==> config.mk <==
export PLATFORM = sky130hd
export DESIGN_NAME = muldiv_unit_flat
export DESIGN_NICKNAME = d
export VERILOG_FILES = /design/src/rtl/muldiv_unit_if.sv /design/src/rtl/muldiv_unit.sv /design/src/flat_wrapper.sv
export SDC_FILE = /design/constraint.sdc
export NUM_CORES = 1
export LEC_CHECK = 0
export BUFFER_PORTS_ARGS = -buffer_cell sky130_fd_sc_hd__buf_2
export CORE_MARGIN = 2
export CORE_UTILIZATION = 49
export CTS_CLUSTER_DIAMETER = 150
export DETAILED_ROUTE_END_ITERATION = 7
export MAX_ROUTING_LAYER = met4
export PLACE_DENSITY = 0.68
export REMOVE_ABC_BUFFERS = 1
export SLEW_MARGIN = 40
export SYNTH_ARGS = -nofsm -noshare
export SYNTH_HDL_FRONTEND = slang
export SYNTH_SLANG_ARGS = --single-unit
export TNS_END_PERCENT = 5
==> constraint.sdc <==
create_clock -name clk -period 5.8 [get_ports clk]
set_input_delay 1.16 -clock clk [delete_from_list [all_inputs] [get_ports clk]]
set_output_delay 1.16 -clock clk [all_outputs]
set_load 0.05 [all_outputs]
==> src/rtl/muldiv_unit_if.sv <==
// muldiv_unit_if: start/op/operand request and busy/done/result/flags response bundle between execute stage (master) and muldiv_unit (slave)
interface muldiv_unit_if #(parameter int WIDTH = 32);
  logic start;
  logic [1:0] op;
  logic [WIDTH-1:0] a_in;
  logic [WIDTH-1:0] b_in;
  logic busy;
  logic done;
  logic [WIDTH-1:0] ALUResult;
  logic Z;
  logic NEG;
  modport master(output start, op, a_in, b_in, input busy, done, ALUResult, Z, NEG);
  modport slave(input start, op, a_in, b_in, output busy, done, ALUResult, Z, NEG);
endinterface

==> src/rtl/muldiv_unit.sv <==
// muldiv_unit: radix-2 multi-cycle MUL/MULHU/DIVU/REMU; ports clk, reset (sync, active-high), bus (slave: start/op/a_in/b_in in, busy/done/ALUResult/Z/NEG out)
module muldiv_unit #(
  parameter int WIDTH = 32
) (
  input logic clk,
  input logic reset,
  muldiv_unit_if.slave bus
);
  localparam int CW = $clog2(WIDTH) + 1;
  typedef enum logic [1:0] {IDLE, MUL, DIV, DONE} state_t;
  state_t state;
  logic [WIDTH-1:0] acc;
  logic [WIDTH-1:0] q;
  logic [WIDTH-1:0] m;
  logic op0;
  logic dz;
  logic [CW-1:0] cnt;
  logic [WIDTH:0] msum;
  logic [WIDTH:0] rtry;
  logic [WIDTH-1:0] res;
  always_comb begin
    msum = {1'b0, acc} + {1'b0, q[0] ? m : '0};
    rtry = {acc, q[WIDTH-1]} - {1'b0, m};
    res = dz ? (op0 ? q : '1) : (op0 ? acc : q);
  end
  always_ff @(posedge clk) begin
    if (reset) begin
      state <= IDLE;
      bus.busy <= 1'b0;
      bus.done <= 1'b0;
      bus.ALUResult <= '0;
      bus.Z <= 1'b1;
      bus.NEG <= 1'b0;
      acc <= '0;
      q <= '0;
      m <= '0;
      op0 <= 1'b0;
      dz <= 1'b0;
      cnt <= '0;
    end else begin
      bus.done <= 1'b0;
      if (state == IDLE || state == DONE) begin
        if (bus.start) begin
          state <= bus.op[1] ? DIV : MUL;
          bus.busy <= 1'b1;
          acc <= '0;
          q <= bus.op[1] ? bus.a_in : bus.b_in;
          m <= bus.op[1] ? bus.b_in : bus.a_in;
          op0 <= bus.op[0];
          dz <= bus.op[1] && bus.b_in == '0;
          cnt <= '0;
        end else begin
          state <= IDLE;
          bus.busy <= 1'b0;
        end
      end else if (dz || cnt == CW'(WIDTH)) begin
        state <= DONE;
        bus.busy <= 1'b0;
        bus.done <= 1'b1;
        bus.ALUResult <= res;
        bus.Z <= res == '0;
        bus.NEG <= res[WIDTH-1];
      end else begin
        cnt <= cnt + 1'b1;
        if (state == MUL)
          {acc, q} <= {msum, q[WIDTH-1:1]};
        else begin
          acc <= rtry[WIDTH] ? {acc[WIDTH-2:0], q[WIDTH-1]} : rtry[WIDTH-1:0];
          q <= {q[WIDTH-2:0], ~rtry[WIDTH]};
        end
      end
    end
  end
endmodule

==> src/flat_wrapper.sv <==
// flat-port wrapper written by rule: the top's interface ports become plain ports
module muldiv_unit_flat 
#(
  parameter int WIDTH = 32
)
  (clk, reset, bus_start, bus_op, bus_a_in, bus_b_in, bus_busy, bus_done, bus_ALUResult, bus_Z, bus_NEG);
  muldiv_unit_if #(.WIDTH(WIDTH)) bus_i ();
  input logic clk;
  input logic reset;
  input wire logic [$bits(bus_i.start)-1:0] bus_start;
  input wire logic [$bits(bus_i.op)-1:0] bus_op;
  input wire logic [$bits(bus_i.a_in)-1:0] bus_a_in;
  input wire logic [$bits(bus_i.b_in)-1:0] bus_b_in;
  output wire logic [$bits(bus_i.busy)-1:0] bus_busy;
  output wire logic [$bits(bus_i.done)-1:0] bus_done;
  output wire logic [$bits(bus_i.ALUResult)-1:0] bus_ALUResult;
  output wire logic [$bits(bus_i.Z)-1:0] bus_Z;
  output wire logic [$bits(bus_i.NEG)-1:0] bus_NEG;
  assign bus_i.start = bus_start;
  assign bus_i.op = bus_op;
  assign bus_i.a_in = bus_a_in;
  assign bus_i.b_in = bus_b_in;
  assign bus_busy = bus_i.busy;
  assign bus_done = bus_i.done;
  assign bus_ALUResult = bus_i.ALUResult;
  assign bus_Z = bus_i.Z;
  assign bus_NEG = bus_i.NEG;
  muldiv_unit #(.WIDTH(WIDTH)) u_core (.clk(clk), .reset(reset), .bus(bus_i));
endmodule
**Yosys cells after proc, flatten, opt, wreduce, memory -nomap -nowiden**

Index checks and enable logic that the tools add are counted.

- Muxes and demuxes: 26
- Equal/unequal tests: 5
- Add/sub/neg operators: 3
- Reductions and logical operators: 11
- Bitwise gates (word level): 2

Operators with widths:

| cell | number |
|---|---|
| $mux 32 | 15 |
| $logic_not 32->1 | 2 |
| $add 32x32->33 | 1 |
| $sub 33x32->33 | 1 |
| $mux 6 | 3 |
| $mux 2 | 4 |
| $add 6x1->6 const B | 1 |
| $eq 6x6->1 const B | 1 |
| $reduce_and 2->1 | 3 |
| $mux 1 | 4 |
| $eq 2x1->1 const B | 1 |
| $eq 2x2->1 const B | 1 |
| $logic_not 2->1 | 1 |
| $logic_or 1x1->1 | 2 |
| $ne 2x1->1 const B | 1 |
| $ne 2x2->1 const B | 1 |
| $not 1->1 | 2 |
| $reduce_bool 2->1 | 1 |
| $reduce_or 2->1 | 1 |
| $logic_and 1x1->1 | 1 |

- Logic and storage cells: 59
- Bits of input ports: 69
- Register bits: 142

**Depth between registers and ports, before layout**

Gate-level depths: netlist (run 1).

- Depth in word-level cells: 5
- Mapped depth: 14

**Least setup slack after synthesis (run 1)**

OpenSTA, ideal clock, no wires.

- Path type: flip-flop to flip-flop
- From: reg u_core.q[0]
- To: reg u_core.acc[27]
- Path buffers: 0
- Stages on the path, launching flop included: 15
- Clock period less this slack: 3.185 ns
- Path slack: 2.615 ns
- Data arrival time: 3.047 ns
- Required time: 5.662 ns
- Cell sequence: dfxtp_1 and2_1 ha_1 inv_1 fa_1 and2b_1 o2111ai_1 a41oi_2 a311o_2 a21oi_2 o31a_1 o311a_1 nor2_2 xnor2_1 o221ai_1

- Longest elaborated chain between the ends: 5

Ends and longest elaborated chain:

| what | line | RTL |
|---|---|---|
| from (decl) | muldiv_unit.sv:13 | `logic [WIDTH-1:0] q;` |
| from (signal assigned) | muldiv_unit.sv:47 | `q <= bus.op[1] ? bus.a_in : bus.b_in;` |
| from (signal assigned) | muldiv_unit.sv:66 | `{acc, q} <= {msum, q[WIDTH-1:1]};` |
| from (signal assigned) | muldiv_unit.sv:69 | `q <= {q[WIDTH-2:0], ~rtry[WIDTH]};` |
| $mux 32 | muldiv_unit.sv:22 | `msum = {1'b0, acc} + {1'b0, q[0] ? m : '0};` |
| $add 32x32->33 | muldiv_unit.sv:22 |  |
| $mux 32 | muldiv_unit.sv:65 | `if (state == MUL)` |
| $mux 32 | muldiv_unit.sv:56 | `end else if (dz \|\| cnt == CW'(WIDTH)) begin` |
| $mux 32 | muldiv_unit.sv:42 | `if (state == IDLE \|\| state == DONE) begin` |
| to (signal assigned) | muldiv_unit.sv:66 |  |
| to (signal assigned) | muldiv_unit.sv:68 | `acc <= rtry[WIDTH] ? {acc[WIDTH-2:0], q[WIDTH-1]} : rtry[WIDTH-1:0];` |
| to (decl) | muldiv_unit.sv:12 | `logic [WIDTH-1:0] acc;` |

Every way passes these cells. The select of a mux whose other input is x is not followed.
A chain may end at the register's enable or synchronous reset.

**Worst setup path in the final report (run 1)**

- From: reg u_core.m[5]
- To: reg u_core.acc[4]

- Longest elaborated chain between the ends: 5
- Elaborated cells on any way between the ends: 7

Ends and longest elaborated chain:

| what | line | RTL |
|---|---|---|
| from (decl) | muldiv_unit.sv:14 | `logic [WIDTH-1:0] m;` |
| from (signal assigned) | muldiv_unit.sv:48 | `m <= bus.op[1] ? bus.b_in : bus.a_in;` |
| $sub 33x32->33 or $mux 32 (tied branches) | muldiv_unit.sv:23, muldiv_unit.sv:22 |  |
| $mux 32 or $add 32x32->33 (tied branches) | muldiv_unit.sv:68, muldiv_unit.sv:22 |  |
| $mux 32 * | muldiv_unit.sv:65 |  |
| $mux 32 * | muldiv_unit.sv:56 |  |
| $mux 32 * | muldiv_unit.sv:42 |  |

Mark *: on every way between the ends. The rest lies on a longest branch, timed or not. The select of a mux whose other input is x is not followed.

==> impl_metrics.py, run 1 <==
metrics = {
    "power": {
        "power.leakage_nw": 5.22,
        "p_sw_mw": 3.04,
        "p_total_mw": 6.40,
        "pwr-share-comb": 0.594,
        "pwr-share-seq": 0.234,
        "ir_drop_v": 0.000458,
        "power_density_nw_per_um2": 532,
        "p_sw_frac": 0.474,
        "power.internal_mw": 3.37,
        "pwr-share-clk": 0.173,
    },
    "routing": {
        "firstDrtPassIters": 5,
        "wl_met2_um": 14800,
        "drtIter0Drc": 1001,
        "met1_length_um": 15600,
        "routed.top_layer": "met4",
        "route.antenna.remaining_nets": 0,
        "vias": 10500,
        "wl_um": 33400,
        "routed-wl-met3_um": 2260,
        "wl_per_cell_um": 19.5,
        "remaining_drc_errors": 0,
        "vias_per_cell": 6.15,
    },
    "global_route": {
        "antenna_found_initial": 1,
        "grt_pass1_wl_um": 52700,
        "grt_use_total": 0.287,
        "grt_max_degree": 80,
        "globalRouteOverflowTotal": 0,
        "grt_pass1_vias": 9788,
    },
    "clocking": {
        "numCtsBuffers": 17,
        "cts_root_buffer": "clkbuf_16",
        "cts_sinks": 141,
        "postCtsSetupBuffers": 0,
        "clk-insertion-delay-late_ns": 0.43,
        "ctsResizeCount": 0,
        "clock_path_buffers": 2,
        "h-tree-depth": 4,
        "path_clk_slew_ns": 0.06,
        "holdBufCountCts": 0,
        "cts_tree": "done",
    },
    "timing": {
        "timing.final.ws_setup_ns": 2.04,
        "relSlewSlack": 0.418,
        "min_period_ns": 3.76,
        "tns_ns": 0,
        "tightest_slew_ns": 0.871,
        "whs_ns": 0.454,
        "clock.fmax_mhz": 266,
        "finalHoldViolations": 0,
        "setup_violations": 0,
        "post-route-period-util": 0.648,
        "report.final.slew_viol_count": 0,
        "rsz0062_at_grt": "no",
        "fin_skew_ns": 0.00958,
    },
    "logic_synthesis": {
        "synthesis.area_um2": 10900,
        "syn_avg_cell_area_um2": 7.86,
        "ys_seq_area_frac": 0.260,
        "synth_edf_count": 0,
        "synth_cell_types": 67,
        "synthFlopType": "dfxtp_1",
        "syn_inst": 1381,
        "ys_ff_latch": 141,
        "ys_warn_count": 0,
        "ys_async_sr_fraction": 0,
    },
    "final_layout": {
        "seqCellArea_um2": 2820,
        "fin_util": 0.553,
        "area_growth_syn_to_layout_pct": 10.8,
        "finalInstanceArea_um2": 12000,
        "finalNonFillerCells": 1713,
        "n_fill_cell": 2076,
        "num-nets-final": 1557,
        "multi_input_area_um2": 7460,
        "drive_gt1_frac": 0.128,
    },
    "critical_path": {
        "critPathRequiredTime_ns": 6.12,
        "critPathKind": "reg2reg",
        "setup.worst_path.start_class": "flop",
        "cp.arrival_ns": 4.08,
        "worstRegToRegCells": 12,
        "cp_max_fo": 41,
        "end_kind": "flop",
    },
    "place": {
        "port_buffers": 104,
        "place_inst": 1680,
        "dpl_worst_slack_ns": 2.12,
        "place_area_um2": 11400,
        "hpwl_um": 24000,
        "gp_congestion": 0.894,
    },
    "min_path": {
        "hold_path_class": "reg2reg",
        "hold_path_depth": 2,
    },
    "floorplan": {
        "num_rows": 54,
        "die_w_um": 153,
        "coreArea_um2": 21800,
        "initial_core_util": 0.499,
        "ios": 105,
        "die-area_um2": 23400,
        "die_y_um": 153,
    },
    "job": {
        "drv_cap": 0,
    },
    "status": {
        "status": "finished, final reports clean",
    },
}
[routing by layer]
metal  global-route usage  vias up
met5                    -        -
met4               0.0877        0
met3               0.0360       55
met2                0.435      385
met1                0.402     4968
li1                     -     5130
[final timing paths]
path | slack, ns | from | end
worst max-delay path | 2.04 | u_core.m[5]$_SDFFE_PP0P_ | u_core.acc[4]$_SDFFE_PP0P_
worst min-delay path | 0.45 | u_core.bus.ALUResult[30]$_SDFFE_PP0P_ | u_core.bus.ALUResult[30]$_SDFFE_PP0P_
worst max register to register | 2.04 | u_core.m[5]$_SDFFE_PP0P_ | u_core.acc[4]$_SDFFE_PP0P_
worst min register to register | 0.45 | u_core.bus.ALUResult[30]$_SDFFE_PP0P_ | u_core.bus.ALUResult[30]$_SDFFE_PP0P_
[Yosys cell counts (all sizes together) (7+ instances only)]
master,n,area [µm²]
ha,67,838
nand2,96,360
a21o,37,278
clkbuf,80,300
nor2,152,573
nor4,13,81.3
nor2b,42,263
a31oi,13,81.3
a221o,7,70.1
o21ai,45,225
nand3,16,80.1
o22ai,17,106
mux2,23,259
mux2i,88,881
and2,38,238
o221ai,13,114
o22a,16,140
nand4,13,81.3
xnor2,34,298
inv,50,188
o211ai,7,52.6
xor2,20,175
o21a,9,67.6
buf,18,106
a211oi,104,781
and3,11,68.8
dfxtp,141,2820
nand2b,16,100
a21oi,130,654
[power groups by stage]
stage | clock network (mW) | registers, mW | logic [mW]
2_1_floorplan | 0 | 1.42 | 2.84
3_3_place_gp | 0 | 1.50 | 3.68
3_5_place_dp | 0 | 1.51 | 3.71
4_1_cts | 1.12 | 1.49 | 3.74
5_1_grt | 1.15 | 1.53 | 4.19
6_report | 1.11 | 1.50 | 3.80
[kinds of logic after synthesis]
family | Yosys count | share of synthesized area
adders and majority gates | 69 | 0.0809
buffers and inverters | 148 | 0.0547
and+or+nand+nor | 416 | 0.182
AOI/OAI and AO/OA | 442 | 0.274
DFF | 141 | 0.260
muxes | 111 | 0.105
xor gates and xnor gates | 54 | 0.0435
[worst max-delay path, cell delays in order, from the launching register on]
cell and delay [ns]:
dfxtp_1 0.34, inv_1 0.05, ha_1 0.35, a2111o_1 0.45, o211ai_1 0.33, nand2_1 0.27, o21a_1 0.28, o311ai_4 0.27
buf_4 0.56, mux2_2 0.40, nor2_1 0.08, a21oi_1 0.05, a22o_1 0.20
[layout by cell type, fill, tap and decap left out, drive strengths merged, types with 17 or more instances in the layout]
master / count
nor2: 152
dfxtp: 141
a21oi: 130
buf: 117
a211oi: 104
nand2: 96
mux2i: 88
ha: 67
inv: 52
o21ai: 45
nor2b: 42
and2: 38
a21o: 37
xnor2: 34
mux2: 23
xor2: 20
clkbuf: 20
o22ai: 17
[sequential cells by signal (all words and copies together), names as in the netlist]
register / cells
u_core.cnt: 6
u_core.bus.NEG: 1
u_core.dz: 1
u_core.bus.Z: 1
u_core.m: 32
u_core.bus.ALUResult: 31
u_core.q: 32
u_core.state: 2
u_core.acc: 32
u_core.bus.done: 1
u_core.bus.busy: 1
u_core.op0: 1
[layout make-up]
class                      instances  area share
timing repair buffer             117      0.0524
tap                              280      0.0291
multi-input combinational       1092       0.620
sequential                       141       0.235
inverter                          50      0.0156
clock buffer                      20      0.0363
clock inverter                    12      0.0115
antenna                            1    0.000208
(Power assumes the default switching activity.)
==> run 2, diff against run 1 <==
--- a/config.mk
+++ b/config.mk
@@ -11,7 +11,7 @@
 export CTS_CLUSTER_DIAMETER = 150
 export DETAILED_ROUTE_END_ITERATION = 7
 export MAX_ROUTING_LAYER = met4
-export PLACE_DENSITY = 0.68
+export PLACE_DENSITY = 0.71
 export REMOVE_ABC_BUFFERS = 1
 export SLEW_MARGIN = 40
 export SYNTH_ARGS = -nofsm -noshare
==> constraint.sdc (replaced) <==
create_clock -name clk -period 3.1 [get_ports clk]
set_input_delay 0.62 -clock clk [delete_from_list [all_inputs] [get_ports clk]]
set_output_delay 0.62 -clock clk [all_outputs]
set_load 0.05 [all_outputs]
==> run 2 against run 1 <==
The run now ends with setup timing left. Combinational power grew 130%. Wire length grew 5.7%. Sequential share of layout area shrank 2.1 points. Final cell count grew 8.0%. Non-clock buffer count grew 138. Die area is the same. Worst hold slack lost 0.017 ns. Via count grew 6.6%. Setup slack lost 2.1 ns. Global-route usage grew 1.7 points. Count of clock-buffer cells in the layout shrank 3. Critical endpoint is now u_core.acc[29]$_SDFFE_PP0P_. Highest routed layer unchanged.
==> impl_metrics.py, run 2 (synthesis gave the netlist of run 1 again) <==
metrics = {
    "timing": {
        "tightest_slew_ns": 0.746,
        "timing.final.ws_setup_ns": -0.0663,
        "report.final.slew_viol_count": 0,
        "min_period_ns": 3.17,
        "rsz0062_at_grt": "yes",
        "setup_violations": 4,
        "relSlewSlack": 0.503,
        "whs_ns": 0.437,
        "finalHoldViolations": 0,
        "fin_skew_ns": 0.00976,
        "post-route-period-util": 1.02,
        "clock.fmax_mhz": 316,
    },
    "critical_path": {
        "worstReg2RegEnd": "u_core.acc[29]$_SDFFE_PP0P_",
        "reg2reg_slack_ns": -0.07,
        "r2r_start": "u_core.q[0]$_SDFFE_PP0P_",
        "critPathRequiredTime_ns": 3.44,
        "setup.worst_path.start_class": "flop",
        "worstRegToRegCells": 14,
        "critPathKind": "reg2reg",
        "crit_end": "u_core.acc[29]$_SDFFE_PP0P_",
        "startpoint": "u_core.q[0]$_SDFFE_PP0P_",
        "cp.arrival_ns": 3.51,
        "cp_max_fo": 3,
        "end_kind": "flop",
    },
    "routing": {
        "wl_um": 35300,
        "vias": 11200,
        "route.antenna.remaining_nets": 0,
        "remaining_drc_errors": 0,
        "wl_per_cell_um": 19.1,
        "firstDrtPassIters": 5,
        "vias_per_cell": 6.07,
        "drtIter0Drc": 967,
    },
    "place": {
        "place_inst": 1816,
        "gp_congestion": 0.945,
        "hpwl_um": 26600,
        "port_buffers": 104,
        "dpl_worst_slack_ns": -0.206,
        "place_area_um2": 12500,
    },
    "clocking": {
        "cts_root_buffer": "clkbuf_16",
        "numCtsBuffers": 17,
        "holdBufCountCts": 0,
        "clk-insertion-delay-late_ns": 0.44,
        "path_clk_slew_ns": 0.07,
        "cts_tree": "done",
        "h-tree-depth": 4,
        "cts_sinks": 141,
        "clock_path_buffers": 2,
    },
    "final_layout": {
        "finalInstanceArea_um2": 13200,
        "final_common_cell": "nor2_1",
        "area_growth_syn_to_layout_pct": 21.7,
        "final_cell_mix": "nor2_1, buf_4, dfxtp_1",
        "finalNonFillerCells": 1850,
        "drive_gt1_frac": 0.218,
        "n_antenna_cell": 0,
        "top_regs": "u_core.acc x32, u_core.m x32, u_core.q x32",
        "num-nets-final": 1695,
        "n_fill_cell": 1988,
        "fin_util": 0.607,
    },
    "job": {
        "drv_cap": 0,
    },
    "floorplan": {
        "die-area_um2": 23400,
        "die_w_um": 153,
        "initial_core_util": 0.499,
        "ios": 105,
        "die_y_um": 153,
        "coreArea_um2": 21800,
        "num_rows": 54,
    },
    "power": {
        "p_sw_frac": 0.460,
        "pwr-share-comb": 0.643,
        "power.leakage_nw": 5.95,
        "pwr-share-clk": 0.156,
        "power.internal_mw": 7.21,
        "power_density_nw_per_um2": 1010,
        "p_sw_mw": 6.15,
        "ir_drop_v": 0.000650,
        "pwr-share-seq": 0.200,
    },
    "global_route": {
        "globalRouteOverflowTotal": 0,
        "grt_use_total": 0.305,
        "grt_max_degree": 68,
        "antenna_found_initial": 0,
        "grt_pass1_vias": 10700,
        "grt_pass1_wl_um": 56000,
    },
    "min_path": {
        "hold_path_class": "in2reg",
    },
    "status": {
        "violations": "setup timing",
        "status": "finished, violations left",
    },
}
## run 2: area by class of cell
| class | instances | area (µm²) | share of cell area |
|---|---|---|---|
| sequential | 141 | 2830 | 0.214 |
| clock buffer | 17 | 425 | 0.0322 |
| timing repair buffer | 255 | 1720 | 0.130 |
| multi-input combinational | 1092 | 7550 | 0.572 |
| tap | 280 | 350 | 0.0265 |
| clock inverter | 15 | 150 | 0.0114 |
| inverter | 50 | 188 | 0.0142 |
## run 2: critical path: stages, from the launching register on
cell	delay, ns
dfxtp_2	0.35
and2_1	0.15
ha_2	0.19
inv_2	0.04
fa_2	0.35
and2b_1	0.24
o2111ai_2	0.13
a41oi_2	0.21
a311o_2	0.23
a21oi_2	0.06
o31a_1	0.29
o311a_1	0.33
nor2_2	0.14
a211oi_1	0.07
o31ai_1	0.29
## run 2: timing repair
action | in CTS | in global routing
pin swaps | 12 | 5
setup buffers | 2 | 0
hold endpoints to repair | 0 | 0
resized for setup | 14 | 14
endpoints found under the setup margin | 10 | 23
## run 2: power by group through the flow
stage | clock (mW) | combinational [mW] | sequential [mW]
2_1_floorplan | 0 | 5.31 | 2.66
3_3_place_gp | 0 | 8.15 | 2.68
3_5_place_dp | 0 | 8.28 | 2.69
4_1_cts | 2.10 | 8.43 | 2.66
5_1_grt | 2.18 | 9.33 | 2.72
6_report | 2.09 | 8.59 | 2.68
## run 2: how the worst min path moves through the flow
stage                     slack, ns                                    end  cells after the start                                  start
final                          0.44                u_core.op0$_SDFFE_PP0P_                      3                              bus_op[0]
after global routing           0.45                u_core.op0$_SDFFE_PP0P_                      3                              bus_op[0]
after CTS                      0.42                u_core.op0$_SDFFE_PP0P_                      3                              bus_op[0]
after detailed placement       0.44  u_core.bus.ALUResult[27]$_SDFFE_PP0P_                      2  u_core.bus.ALUResult[27]$_SDFFE_PP0P_
after global placement         0.44   u_core.bus.ALUResult[6]$_SDFFE_PP0P_                      2   u_core.bus.ALUResult[6]$_SDFFE_PP0P_
after floorplan                0.42             u_core.cnt[5]$_SDFFE_PP0P_                      1             u_core.cnt[5]$_SDFFE_PP0P_
## run 2: metal layers
layer / vias to the layer above / track usage / routed length, µm
li1: 5405 / - / -
met1: 5347 / 0.416 / 16200
met2: 417 / 0.460 / 15700
met3: 67 / 0.0547 / 2610
met4: 0 / 0.0957 / 883
met5: - / - / 0
## run 2: through the flow
stage	power [mW]	setup TNS, ns
final	13.4	-0.157
after global routing	14.2	-1.57
after floorplan	7.97	-88.28
after detailed placement	11.0	-0.806
after global placement	10.8	-0.339
after CTS	13.2	-0.00686
